### config.mk
export PLATFORM = sky130hd
export DESIGN_NAME = ram_access_arbiter
export DESIGN_NICKNAME = d
export VERILOG_FILES = /design/src/rtl/ram_access_arbiter_pkg.sv /design/src/rtl/ram_access_arbiter_rr_arb2.sv /design/src/rtl/ram_access_arbiter.sv
export SDC_FILE = /design/constraint.sdc
export NUM_CORES = 1
export LEC_CHECK = 0
export BUFFER_PORTS_ARGS = -buffer_cell sky130_fd_sc_hd__clkbuf_2
export CAP_MARGIN = 15
export CORE_UTILIZATION = 45
export CTS_CLUSTER_SIZE = 28
export DETAILED_ROUTE_END_ITERATION = 8
export PLACE_DENSITY = 0.88
export RECOVER_POWER = 100
export SYNTH_ARGS = -nofsm -noshare
export SYNTH_HDL_FRONTEND = slang
export SYNTH_SLANG_ARGS = --single-unit
### constraint.sdc
create_clock -name iCLK -period 2.7 [get_ports iCLK]
set_clock_uncertainty 0.15 [all_clocks]
set_input_delay 0.54 -clock iCLK [delete_from_list [all_inputs] [get_ports iCLK]]
set_output_delay 0.54 -clock iCLK [all_outputs]
set_load 0.005 [all_outputs]
### src/rtl/ram_access_arbiter_pkg.sv
// Shared encodings and constants for the RAM access arbiter.
// Used by the top module and by the requester picker.
package ram_access_arbiter_pkg;

  typedef enum logic [1:0] {
    ST_IDLE   = 2'd0,
    ST_ACCESS = 2'd1,
    ST_WAIT   = 2'd2,
    ST_RESP   = 2'd3
  } state_e;

  typedef enum logic {
    OWN_IF = 1'b0,
    OWN_LS = 1'b1
  } owner_e;

  localparam int unsigned RAM_LAT_MAX = 4;
  localparam int unsigned CNT_W       = $clog2(RAM_LAT_MAX) + 1;
  localparam logic [3:0]  BE_FULL     = 4'hF;

endpackage

### src/rtl/ram_access_arbiter_rr_arb2.sv
// Two-requester picker: round-robin on contention, optional fixed LS priority.
// The pointer flips to the other side after every grant.
module rr_arb2 #(
  parameter int unsigned LS_PRIO = 0
) (
  input  logic iCLK,
  input  logic iRST,
  input  logic iEn,
  input  logic iIfReq,
  input  logic iLsReq,
  output logic oIfGnt,
  output logic oLsGnt
);

  logic favourLs_q, favourLs_d;
  logic lsWins;

  always_comb begin
    lsWins     = iLsReq && (!iIfReq || (LS_PRIO != 0) || favourLs_q);
    oLsGnt     = iEn && lsWins;
    oIfGnt     = iEn && iIfReq && !lsWins;
    favourLs_d = favourLs_q;
    if (oIfGnt) begin
      favourLs_d = 1'b1;
    end else if (oLsGnt) begin
      favourLs_d = 1'b0;
    end
  end

  always_ff @(posedge iCLK) begin
    if (iRST) begin
      favourLs_q <= 1'b1;
    end else begin
      favourLs_q <= favourLs_d;
    end
  end

endmodule

### src/rtl/ram_access_arbiter.sv
// Shares one single-port RAM between instruction fetch and load/store.
// Each accepted request runs IDLE -> ACCESS -> (WAIT x RAM_LAT) -> RESP.
module ram_access_arbiter
  import ram_access_arbiter_pkg::*;
#(
  parameter int unsigned ADDR_W  = 32,
  parameter int unsigned DATA_W  = 32,
  parameter int unsigned RAM_LAT = 1,
  parameter int unsigned LS_PRIO = 0
) (
  input  logic              iCLK,
  input  logic              iRST,
  input  logic              iIF_REQ,
  input  logic [ADDR_W-1:0] iIF_ADDR,
  output logic              oIF_GNT,
  output logic              oIF_VALID,
  output logic [DATA_W-1:0] oIF_DATA,
  input  logic              iLS_REQ,
  input  logic              iLS_WR,
  input  logic [ADDR_W-1:0] iLS_ADDR,
  input  logic [DATA_W-1:0] iLS_WDATA,
  input  logic [3:0]        iLS_BE,
  output logic              oLS_GNT,
  output logic              oLS_VALID,
  output logic [DATA_W-1:0] oLS_RDATA,
  output logic              oRAM_CE,
  output logic              oRAM_WR,
  output logic [ADDR_W-1:0] oRAM_ADDR,
  output logic [DATA_W-1:0] oRAM_WDATA,
  output logic [3:0]        oRAM_BE,
  input  logic [DATA_W-1:0] iRAM_DATA,
  output logic              oBUSY
);

  state_e             state_q, state_d;
  owner_e             owner_q, owner_d;
  logic               wr_q, wr_d;
  logic [ADDR_W-1:0]  addr_q, addr_d;
  logic [DATA_W-1:0]  wdata_q, wdata_d;
  logic [3:0]         be_q, be_d;
  logic [CNT_W-1:0]   cnt_q, cnt_d;
  logic [DATA_W-1:0]  ifData_q, ifData_d;
  logic [DATA_W-1:0]  lsData_q, lsData_d;
  logic               ifGnt, lsGnt;

  // Grants are suppressed during reset so no request is acknowledged and then lost.
  rr_arb2 #(
    .LS_PRIO (LS_PRIO)
  ) uArb (
    .iCLK   (iCLK),
    .iRST   (iRST),
    .iEn    ((state_q == ST_IDLE) && !iRST),
    .iIfReq (iIF_REQ),
    .iLsReq (iLS_REQ),
    .oIfGnt (ifGnt),
    .oLsGnt (lsGnt)
  );

  always_comb begin
    state_d  = state_q;
    owner_d  = owner_q;
    wr_d     = wr_q;
    addr_d   = addr_q;
    wdata_d  = wdata_q;
    be_d     = be_q;
    cnt_d    = cnt_q;
    ifData_d = ifData_q;
    lsData_d = lsData_q;
    unique case (state_q)
      ST_IDLE: begin
        if (lsGnt) begin
          state_d = ST_ACCESS;
          owner_d = OWN_LS;
          wr_d    = iLS_WR;
          addr_d  = iLS_ADDR;
          wdata_d = iLS_WDATA;
          be_d    = iLS_WR ? iLS_BE : BE_FULL;
        end else if (ifGnt) begin
          state_d = ST_ACCESS;
          owner_d = OWN_IF;
          wr_d    = 1'b0;
          addr_d  = iIF_ADDR;
          wdata_d = '0;
          be_d    = BE_FULL;
        end
      end
      ST_ACCESS: begin
        cnt_d = '0;
        if (wr_q) begin
          state_d  = ST_RESP;
          lsData_d = '0;
        end else begin
          state_d = ST_WAIT;
        end
      end
      ST_WAIT: begin
        cnt_d = cnt_q + 1'b1;
        if (cnt_q == CNT_W'(RAM_LAT - 1)) begin
          state_d = ST_RESP;
          if (owner_q == OWN_LS) begin
            lsData_d = iRAM_DATA;
          end else begin
            ifData_d = iRAM_DATA;
          end
        end
      end
      ST_RESP: begin
        state_d = ST_IDLE;
      end
      default: state_d = ST_IDLE;
    endcase
  end

  always_ff @(posedge iCLK) begin
    if (iRST) begin
      state_q  <= ST_IDLE;
      owner_q  <= OWN_IF;
      wr_q     <= 1'b0;
      addr_q   <= '0;
      wdata_q  <= '0;
      be_q     <= '0;
      cnt_q    <= '0;
      ifData_q <= '0;
      lsData_q <= '0;
    end else begin
      state_q  <= state_d;
      owner_q  <= owner_d;
      wr_q     <= wr_d;
      addr_q   <= addr_d;
      wdata_q  <= wdata_d;
      be_q     <= be_d;
      cnt_q    <= cnt_d;
      ifData_q <= ifData_d;
      lsData_q <= lsData_d;
    end
  end

  always_comb begin
    oIF_GNT    = ifGnt;
    oLS_GNT    = lsGnt;
    oRAM_CE    = (state_q == ST_ACCESS);
    oRAM_WR    = oRAM_CE && wr_q;
    oRAM_ADDR  = oRAM_CE ? addr_q : '0;
    oRAM_WDATA = oRAM_CE ? wdata_q : '0;
    oRAM_BE    = oRAM_CE ? be_q : 4'h0;
    oIF_VALID  = (state_q == ST_RESP) && (owner_q == OWN_IF);
    oLS_VALID  = (state_q == ST_RESP) && (owner_q == OWN_LS);
    oIF_DATA   = ifData_q;
    oLS_RDATA  = lsData_q;
    oBUSY      = (state_q != ST_IDLE);
  end

endmodule
# Yosys cells after proc, flatten, opt, wreduce, memory -nomap -nowiden
# Cells that the tools add are included.
dict set report totals {
  regBits 140
  inputBits 137
  out_inout_bits 139
  wordCells 64
}
dict set report op_classes {
  addsub 1
  n_eq_ne 7
  muxes 23
  n_bitwise 1
  reduce_logical 22
}
# op count
set op_table {}
lappend op_table {{32-bit 2-to-1 mux} 9}
lappend op_table {{32-bit one-hot mux with 2 select lines} 1}
lappend op_table {{4-bit 2-to-1 mux} 4}
lappend op_table {{1-bit logical AND} 8}
lappend op_table {{2-bit one-hot mux with 4 select lines} 1}
lappend op_table {{2-bit 2-to-1 mux} 3}
lappend op_table {{3-bit one-hot mux with 2 select lines} 1}
lappend op_table {{2-bit nonzero test} 3}
lappend op_table {{2-bit equality test, second input constant} 2}
lappend op_table {{1-bit 2-to-1 mux} 4}
lappend op_table {{2-bit != test, second input constant} 2}
lappend op_table {{2-bit AND reduction} 2}
lappend op_table {{4-bit AND reduction} 1}
lappend op_table {{3-bit by 1-bit adder with 3-bit output, second input constant} 1}
lappend op_table {{1-bit zero test} 3}
lappend op_table {{3-bit zero test} 1}
lappend op_table {{3-bit != test, second input constant} 1}
lappend op_table {{3-bit AND reduction} 1}
lappend op_table {{2-bit by 1-bit equality test with 1-bit output, second input constant} 1}
lappend op_table {{2-bit zero test} 1}
lappend op_table {{2-bit by 1-bit != test with 1-bit output, second input constant} 1}
lappend op_table {{2-bit OR reduction} 1}
lappend op_table {{1-bit logical OR} 1}
lappend op_table {{1-bit NOT} 1}

# Depth between registers and ports, before layout
dict set report logic_depth {
  word_depth 8
  ltp_mapped 8
  depth_no_buf 6
}

# By module
# Synthesis repeated with hierarchy kept, for this count alone.
dict set report unflattened {
  cells_unflattened 719
  area_unflattened_um2 5903.2
}
# mod n_inst cells_each area_each_um2 seq_area_each_um2
set modules_own_cells {}
lappend modules_own_cells {ram_access_arbiter 1 711 5844.4 2782.7}
lappend modules_own_cells {rr_arb2 1 8 58.8 20.0}

# Worst setup path after synthesis
# Ideal clock, no wire load.
dict set report synth_timing {
  path_type {reg2out}
  from {reg state_q[1]}
  to {out oRAM_BE[0]}
  t_arrival_ns 1.292
  required_ns 2.010
  path_slack_ns 0.718
  path_stages_with_launch 6
  n_path_buf 2
  path_cell_list {dfxtp_1 -> inv_1 -> ha_1 -> clkbuf_1 -> clkbuf_1 -> and2_1}
}
dict set report synth_via {
  elab_chain_cells 2
}
# element line_no
set synth_lines {}
lappend synth_lines {{start, declared} ram_access_arbiter.sv:35} ;# state_e state_q, state_d;
lappend synth_lines {{start signal, assigned} ram_access_arbiter.sv:126} ;# state_q <= state_d;
lappend synth_lines {{2-bit by 1-bit equality test with 1-bit output} ram_access_arbiter.sv:141} ;# oRAM_CE = (state_q == ST_ACCESS);
lappend synth_lines {{net oRAM_CE} ram_access_arbiter.sv:26} ;# output logic oRAM_CE,
lappend synth_lines {{4-bit 2-to-1 mux} ram_access_arbiter.sv:145} ;# oRAM_BE = oRAM_CE ? be_q : 4'h0;
lappend synth_lines {{end, declared} ram_access_arbiter.sv:30} ;# output logic [3:0] oRAM_BE,
# The timed path passes the listed nets, and every way through them passes these cells.

# Final worst setup path
dict set report layout_timing {
  from {reg state_q[1]}
  to {out oRAM_WDATA[18]}
}
dict set report layout_via {
  elab_chain_cells 2
}
# element line_no
set layout_lines {}
lappend layout_lines {{2-bit by 1-bit equality test with 1-bit output} ram_access_arbiter.sv:141}
lappend layout_lines {{32-bit 2-to-1 mux} ram_access_arbiter.sv:144} ;# oRAM_WDATA = oRAM_CE ? wdata_q : '0;
lappend layout_lines {{end, declared} ram_access_arbiter.sv:29} ;# output logic [DATA_W-1:0] oRAM_WDATA,
# Every way passes these cells.

==> flow_summary.json <==
{
  "fraction_of_the_cycle_the_final_worst_path_needs_pct": 93.5,
  "cts.repair.resized": 0,
  "worst_path_dominant_cell_family": "buffers and inverters",
  "ys_seq_elements": 140,
  "post-place-cells": 1087,
  "layout_commonest_cell": "sky130_fd_sc_hd__clkbuf_2",
  "post_place_cell_area_um2": 7240,
  "drive_gt1_share_pct": 26.8,
  "numCtsBuffers": 17,
  "place_hpwl_um": 11300,
  "number_of_port_buffers": 275,
  "ff2ff_setup_slack_ns": 0.34,
  "peakVddDrop_mv": 0.433,
  "layout.nets": 1082,
  "timing.reg2reg.worst_path_depth": 7,
  "routed_wire_per_std_cell_um": 14.6,
  "fp.dieArea_um2": 13300,
  "core_area_um2": 12300,
  "power.density_cell_area_nw_per_um2": 944,
  "globalRoute.totalOverflow": 0,
  "r2r_start": "state_q[0]$_SDFFE_PP0P_",
  "critical_path.n_buffers_inverters": 3,
  "run_status": "finished clean",
  "final_area_um2": 7710,
  "worst-path-max-fanout": 62,
  "clkSinkCount": 140,
  "ys_dominant_reg_cell": "sky130_fd_sc_hd__dfxtp_1",
  "antenna-diode-count": 0,
  "clockBufferDepth": 2,
  "post_cts.repair.setup_buffers": 0,
  "floorplan.rows": 40,
  "rsz0062_at_grt": "false",
  "finalCriticalPeriod_ns": 2.52,
  "antenna_left": 0,
  "grt_usage_pct": 24.1,
  "synth.top_cells.by_area": "sky130_fd_sc_hd__dfxtp_1 (49%), sky130_fd_sc_hd__nand2_1 (8.5%), sky130_fd_sc_hd__and2_1 (7.7%)",
  "cts.reportedPaths.clkPinSlew_ns": 0.06,
  "post_synth.cell_area_avg_um2": 8.34,
  "path_cells": "inv_1, ha_2, buf_12, and2_0, clkbuf_2",
  "worst_path_largest_cell_delay_ns": 0.35,
  "final_cells": 1119,
  "drt-initial-drc-count": 408,
  "total_leakage_power_nw": 3.28,
  "place.gp.congestion": 0.821,
  "netlist.area_leader.share_pct": 48.7,
  "hold-path-endpoint": "wdata_q[10]$_SDFFE_PP0P_",
  "chipHeight_um": 115,
  "hold_class": "primary input to flip-flop",
  "tightest_slew_ns": 1.32,
  "worst_endpoint_required_time_ns": 2.01,
  "grt_max_degree": 68,
  "area_delta_synth_final_pct": 34.0,
  "post_synth_num_cell_types": 31,
  "timing.setup.tns_ns": 0,
  "fmax_mhz": 396,
  "detail_route.drc_violations": 0,
  "initial_core_util_pct": 47.0,
  "cell_at_the_root_of_the_clock_tree": "sky130_fd_sc_hd__clkbuf_16",
  "number_of_antenna_violations_at_the_first_check_in_global_routing": 0,
  "crit_path_top_delay_cell": "sky130_fd_sc_hd__dfxtp_1",
  "synth_largest_area_cell": "sky130_fd_sc_hd__dfxtp_1",
  "drt_wl_total_um": 16300,
  "hold_start": "iLS_WDATA[10]",
  "synth.cell_area_um2": 5760,
  "pin_count": 276,
  "cap_violations": 0,
  "number_of_global_route_vias_before_repair": 5334,
  "timing.final.max_slew_violations": 0,
  "worst_r2r_endpoint": "addr_q[18]$_SDFFE_PP0P_",
  "timing.setup.critical_path_class": "flip-flop to output pin",
  "layout.cells.most_common_list": "sky130_fd_sc_hd__clkbuf_2 (203), sky130_fd_sc_hd__dfxtp_1 (140), sky130_fd_sc_hd__nand2_1 (131)",
  "total_power_mw": 7.28,
  "max-slew-margin-rel_pct": 11.7,
  "timing.final.hold_violations": 0,
  "htree_num_levels": 4,
  "critPathArrivalTime_ns": 1.83,
  "postSynth.asyncResetShare_pct": 0,
  "yosys_synthesis_warning_count": 0,
  "seq_area_frac_synth_pct": 48.7,
  "finalSetupViolCount": 0,
  "synth_fp_nets": 834,
  "chipWidth_um": 115,
  "worstHoldPathCells": 2,
  "tritoncts": "built",
  "clk-insertion-delay-late_ns": 0.42,
  "setup.worst_path.start_class": "flip-flop",
  "firstDrtPassIters": 5,
  "worstSetupEndpointType": "output pin",
  "cts_hold_repair.buffers": 0,
  "post_drt_via_cell_ratio": 5.23,
  "synth_edf_count": 0,
  "via_count": 5853,
  "grt_first_pass_wirelength_um": 24900,
  "synthCells": 690
}
registers in the layout, indices dropped and copies added (netlist names), 2 cells and up:
| name | flops |
|---|---|
| addr_q | 32 |
| oIF_DATA | 32 |
| oLS_RDATA | 32 |
| wdata_q | 32 |
| be_q | 4 |
| cnt_q | 3 |
| state_q | 2 |
where the power goes:
group | switching, mW | internal (mW)
registers | 0.218 | 2.50
logic | 1.43 | 0.871
clock network | 0.881 | 1.38
cell type report:
type,instances,area (um2)
Fill cell,1076,4550
Sequential cell,140,2800
Multi-Input combinational cell,479,2670
Timing Repair Buffer,290,1410
Clock buffer,18,439
Tap cell,168,210
Clock inverter,14,145
Inverter,10,37.5
layer usage:
| layer | vias up | GRT usage, % | part of all wire (%) |
|---|---|---|---|
| met1 | 2652 | 27.6 | 42 |
| met5 | - | 0 | 0 |
| li1 | 2858 | - | - |
| met3 | 54 | 6.48 | 6.8 |
| met4 | 0 | 14.0 | 4.1 |
| met2 | 289 | 40.4 | 48 |
stage by stage:
stage | worst slack, ns | utilization [%] | hold slack, ns
finish | 0.176 | 62.9 | 0.196
global route | 0.0509 | 62.9 | 0.182
CTS | 0.157 | 63.8 | 0.182
detailed placement | 0.521 | 59.1 | 0.292
global placement | 0.613 | 59.1 | 0.288
floorplan | 0.718 | - | 0.284
cells in the mapped netlist (2+ instances only):
| master | count |
|---|---|
| sky130_fd_sc_hd__dfxtp_1 | 140 |
| sky130_fd_sc_hd__nand2_1 | 131 |
| sky130_fd_sc_hd__and2_1 | 71 |
| sky130_fd_sc_hd__a21oi_1 | 69 |
| sky130_fd_sc_hd__nand3_1 | 67 |
| sky130_fd_sc_hd__nor2_1 | 39 |
| sky130_fd_sc_hd__a311oi_1 | 36 |
| sky130_fd_sc_hd__clkbuf_1 | 35 |
| sky130_fd_sc_hd__a22o_1 | 33 |
| sky130_fd_sc_hd__buf_2 | 23 |
| sky130_fd_sc_hd__inv_1 | 9 |
| sky130_fd_sc_hd__ha_1 | 7 |
| sky130_fd_sc_hd__nand2b_1 | 7 |
| sky130_fd_sc_hd__mux2i_1 | 3 |
| sky130_fd_sc_hd__a21o_1 | 2 |
| sky130_fd_sc_hd__buf_4 | 2 |
| sky130_fd_sc_hd__nor3b_1 | 2 |
worst max-delay path by stage:
stage / from / end / slack (ns) / depth (start not counted)
2_1_floorplan: state_q[1]$_SDFFE_PP0P_ / oRAM_BE[0] / 0.72 / 5
5_1_grt: state_q[1]$_SDFFE_PP0P_ / oRAM_WDATA[18] / 0.05 / 5
3_3_place_gp: state_q[0]$_SDFFE_PP0P_ / addr_q[30]$_SDFFE_PP0P_ / 0.61 / 7
3_5_place_dp: state_q[0]$_SDFFE_PP0P_ / addr_q[18]$_SDFFE_PP0P_ / 0.52 / 7
4_1_cts: state_q[1]$_SDFFE_PP0P_ / oRAM_WR / 0.16 / 5
6_report: state_q[1]$_SDFFE_PP0P_ / oRAM_WDATA[18] / 0.18 / 5
worst register-to-register path: stages, from the launching register on:
cell and delay, ns:
sky130_fd_sc_hd__dfxtp_1 0.34, sky130_fd_sc_hd__inv_1 0.13, sky130_fd_sc_hd__ha_1 0.26, sky130_fd_sc_hd__inv_1 0.10, sky130_fd_sc_hd__o22ai_2 0.57, sky130_fd_sc_hd__buf_12 0.33
sky130_fd_sc_hd__nor2_1 0.10, sky130_fd_sc_hd__a311oi_1 0.27
cell families after synthesis:
kind of cell | Yosys count | share of synthesized area [%]
muxes | 3 | 0.522
AOI/OAI and AO/OA | 146 | 17.6
and+or+nand+nor | 323 | 26.4
DFF | 140 | 48.7
buffers and inverters | 71 | 5.26
adders and majority gates | 7 | 1.52
Note: power is estimated with default switching activity, not from simulation.
